--- src/rtl/vga_timing.sv ---
// SVGA raster timing generator: free-running pixel/line counters with
// sync and blanking flags registered alongside the counters.
`timescale 1ns/1ps
module vga_timing #(
    parameter int H_VISIBLE = 800,
    parameter int H_FRONT   = 40,
    parameter int H_SYNC    = 128,
    parameter int H_BACK    = 88,
    parameter int V_VISIBLE = 600,
    parameter int V_FRONT   = 1,
    parameter int V_SYNC    = 4,
    parameter int V_BACK    = 23
) (
    input  logic        pclk,
    input  logic        rst_n,
    output logic [10:0] hcount,
    output logic [10:0] vcount,
    output logic        hsync,
    output logic        vsync,
    output logic        hblnk,
    output logic        vblnk,
    output logic        frame_start
);

    localparam int H_TOTAL = H_VISIBLE + H_FRONT + H_SYNC + H_BACK;
    localparam int V_TOTAL = V_VISIBLE + V_FRONT + V_SYNC + V_BACK;

    localparam logic [10:0] H_LAST      = 11'(H_TOTAL - 1);
    localparam logic [10:0] V_LAST      = 11'(V_TOTAL - 1);
    localparam logic [10:0] H_VIS_END   = 11'(H_VISIBLE);
    localparam logic [10:0] H_SYNC_BEG  = 11'(H_VISIBLE + H_FRONT);
    localparam logic [10:0] H_SYNC_END  = 11'(H_VISIBLE + H_FRONT + H_SYNC);
    localparam logic [10:0] V_VIS_END   = 11'(V_VISIBLE);
    localparam logic [10:0] V_SYNC_BEG  = 11'(V_VISIBLE + V_FRONT);
    localparam logic [10:0] V_SYNC_END  = 11'(V_VISIBLE + V_FRONT + V_SYNC);

    logic [10:0] r_hcount;
    logic [10:0] r_vcount;
    logic        r_hsync;
    logic        r_vsync;
    logic        r_hblnk;
    logic        r_vblnk;
    logic        r_frame_start;

    logic [10:0] w_hcount_next;
    logic [10:0] w_vcount_next;
    logic        w_hsync_next;
    logic        w_vsync_next;
    logic        w_hblnk_next;
    logic        w_vblnk_next;
    logic        w_frame_start_next;

    // Next-state counters; the line counter only moves on a horizontal wrap.
    always_comb begin
        w_hcount_next = r_hcount + 11'd1;
        w_vcount_next = r_vcount;
        if (r_hcount == H_LAST) begin
            w_hcount_next = 11'd0;
            if (r_vcount == V_LAST) begin
                w_vcount_next = 11'd0;
            end else begin
                w_vcount_next = r_vcount + 11'd1;
            end
        end
    end

    // Flags decode the next counter values so they land in the same cycle
    // as the pixel they describe.
    always_comb begin
        w_hblnk_next       = (w_hcount_next >= H_VIS_END);
        w_hsync_next       = (w_hcount_next >= H_SYNC_BEG) && (w_hcount_next < H_SYNC_END);
        w_vblnk_next       = (w_vcount_next >= V_VIS_END);
        w_vsync_next       = (w_vcount_next >= V_SYNC_BEG) && (w_vcount_next < V_SYNC_END);
        w_frame_start_next = (w_hcount_next == 11'd0) && (w_vcount_next == 11'd0);
    end

    always_ff @(posedge pclk) begin
        if (!rst_n) begin
            r_hcount      <= 11'd0;
            r_vcount      <= 11'd0;
            r_hsync       <= 1'b0;
            r_vsync       <= 1'b0;
            r_hblnk       <= 1'b0;
            r_vblnk       <= 1'b0;
            r_frame_start <= 1'b0;
        end else begin
            r_hcount      <= w_hcount_next;
            r_vcount      <= w_vcount_next;
            r_hsync       <= w_hsync_next;
            r_vsync       <= w_vsync_next;
            r_hblnk       <= w_hblnk_next;
            r_vblnk       <= w_vblnk_next;
            r_frame_start <= w_frame_start_next;
        end
    end

    assign hcount      = r_hcount;
    assign vcount      = r_vcount;
    assign hsync       = r_hsync;
    assign vsync       = r_vsync;
    assign hblnk       = r_hblnk;
    assign vblnk       = r_vblnk;
    assign frame_start = r_frame_start;

endmodule
--- config.mk ---
export PLATFORM = sky130hd
export DESIGN_NAME = vga_timing
export DESIGN_NICKNAME = d
export VERILOG_FILES = /design/src/rtl/vga_timing.sv
export SDC_FILE = /design/constraint.sdc
export NUM_CORES = 1
export LEC_CHECK = 0
export ABC_AREA = 1
export CORE_ASPECT_RATIO = 1.4
export CORE_MARGIN = 2
export CORE_UTILIZATION = 55
export CTS_CLUSTER_DIAMETER = 150
export DETAILED_ROUTE_END_ITERATION = 8
export HOLD_SLACK_MARGIN = 0.1
export PLACE_DENSITY = 0.94
export SLEW_MARGIN = 5
export SYNTH_ARGS = -nofsm -noshare
export SYNTH_HDL_FRONTEND = slang
export SYNTH_SLANG_ARGS = --single-unit
--- constraint.sdc ---
create_clock -name pclk -period 2.7 [get_ports pclk]
set_input_delay 0.405 -clock pclk [delete_from_list [all_inputs] [get_ports pclk]]
set_output_delay 0.405 -clock pclk [all_outputs]
set_load 0.1 [all_outputs]
==> metrics <==
status complete, no violations; die height 68.3 µm; met2 Usage GRT 0.468; H-tree levels 1; GP Congestion about 1.0; layout cell share with drive strength beyond 1 0.164; pin slew with the least headroom to its limit 0.687 ns; crit-path max FO 14; FF-to-FF path depth 12; WHS Path Cells 1; FFs w/ async S/R, synth 0; clk_lat worst skew 0.28 ns; DRC errors left 0; global-route wire length before repair between 6000 and 7000 µm; PD cells 361 nW/µm²; GRT overflow 0; average wire per standard cell 12.6 µm; sequential-to-total area share from yosys stat 0.333; cells after synthesis about 270; final setup fails 0; Clk pin slew, worst setup/hold paths 0.09 ns; min Tclk post-route about 2.1 ns; #FFs+latches synth 27; Mapped Nets roughly 270; HP Class reg2reg; met1 usage 0.270; most instantiated library cell after synthesis nand2_1; GRT Util Overall 0.266; first drt pass iteration count 4; CTS hold repair buffers 0; Max Clock Skew 0.00269 ns; DRT Wirelength 4150 µm; Via density between 5 and 6; post-route ant nets 0; initial antenna violation count 0; biggest area consumer among synthesized cells dfxtp_1; number of flops mapped to enable cells by yosys 0; GRT Max-Usage Layer met2; core area 2850 µm²; pins over their slew limit 0; IO Port Bufs 28; Worst setup EP type register; Max Root-Sink Buffers 2; Max Cap Viol 0; largest net degree at the start of global routing 24; TritonCTS Buffers 3; Layout area overhead 17.5%; setup ws final roughly 0.57 ns; CTS tree built; final hold violation count 0; relative slew slack 0.542; Die Width between 40 and 50 µm; vias in the first global route 1640; dpl hpwl ~3300 µm; ys flop type dfxtp_1; top post-synthesis cells by count nand2_1, nor2_1, inv_1, dfxtp_1, nand3_1; post-route clock period utilization 0.788; Critical Path Source Type register; Root Buffer clkbuf_8; number of synthesis warnings 0; number of distinct library cells after synthesis 27; RSZ-0062 raised after global routing no; post-CTS sizing 0; Avg Inst Size Synth between 6 and 7 µm²; die area about 3400 µm²; clock sinks 27; setup TNS 0 ns; Area contributors post-synth dfxtp_1, nand2_1, nor2_1; row cnt 23; DR iter-0 viols between 70 and 80; Layout Nets a little under 300; Yosys top cell area share 0.333; WS Path Type reg2reg; CP arrival 2.30 ns; Ant. Diodes 0; synthesized cell area 1620 µm²; pre-CTS setup slack 0.640 ns; M3 GR Usage 0.0306; Worst Path Required 2.87 ns; Peak VDD IR 0.287 mV; post-CTS setup buffer count 0; P_leak 0.900 nW; DR vias 1778; io pins 29; fmax 470 MHz; initial core utilization 0.570
[report_power, final]
part           internal (W)  leakage (nW)  switching [W]
clock network      0.000105        0.0217       0.000128
registers          0.000402         0.218     0.00000531
logic            0.00000958         0.660      0.0000389
total              0.000516         0.900       0.000172
[area by class of cell]
class	instances	area (µm²)
multi-input cells	197	921
well taps	37	46.3
fillers	259	941
clock inverters	1	7.51
flip-flops and latches	27	541
inverters	37	139
clock buffers	3	41.3
repair buffers	28	213
[critical path, stage by stage (launching register included)]
cell	delay [ns]
dfxtp_1	0.41
ha_1	0.31
nand3_2	0.15
inv_2	0.09
nand3_2	0.23
nand2_1	0.16
inv_1	0.05
nor2_1	0.17
nand3_1	0.11
nor2_2	0.13
nand3_1	0.09
nand3_1	0.07
nor2_1	0.04
[worst paths after layout]
kind | start | endpoint | slack (ns)
worst min-delay path | hcount[0] | hcount[0] | 0.53
worst max register to register | hcount[0] | vsync | 0.57
worst max-delay path | hcount[0] | vsync | 0.57
worst min register to register | hcount[0] | hcount[0] | 0.53
[through the flow]
stage / instance area, µm² / total power (W) / utilization / hold WS, ns / std cells
after floorplan: 1620 / 0.000454 / - / 0.498 / 265
after global placement: 1860 / 0.000464 / 0.653 / 0.494 / 326
after detailed placement: 1860 / 0.000465 / 0.653 / 0.514 / 326
after CTS: 1910 / 0.000695 / 0.670 / 0.527 / 330
after global routing: 1910 / 0.000714 / 0.670 / 0.563 / 330
final: 1910 / 0.000688 / 0.670 / 0.532 / 330
[kinds of logic after synthesis]
| kind of cell | count (synthesis) | synth area share |
|---|---|---|
| and+or+nand+nor | 175 | 0.479 |
| buffers and inverters | 41 | 0.100 |
| DFF | 27 | 0.333 |
| AOI/OAI and AO/OA | 19 | 0.0670 |
| adders and majority gates | 2 | 0.0154 |
| xor gates and xnor gates | 1 | 0.00539 |
[cell usage in the layout (no fill, tap or decap), types with 5 or more instances in the layout]
cell type  count
dfxtp_1       27
nand2_1       74
nand3_1       22
buf_4         27
o21ai_0        6
a21oi_1        5
nor3_1         7
nor2_1        48
nand4_1       11
inv_1         33
[metal layers]
metal	vias up	wire [µm]
met5	-	0
met4	0	297
met3	30	255
met2	91	2050
met1	760	1550
li1	897	-
[flip-flops by register name, summed over array words and instances, names as in the netlist]
register / flops
hsync: 1
frame_start: 1
vcount: 11
hcount: 11
vsync: 1
vblnk: 1
hblnk: 1
Power figures use the tool's default switching activity.
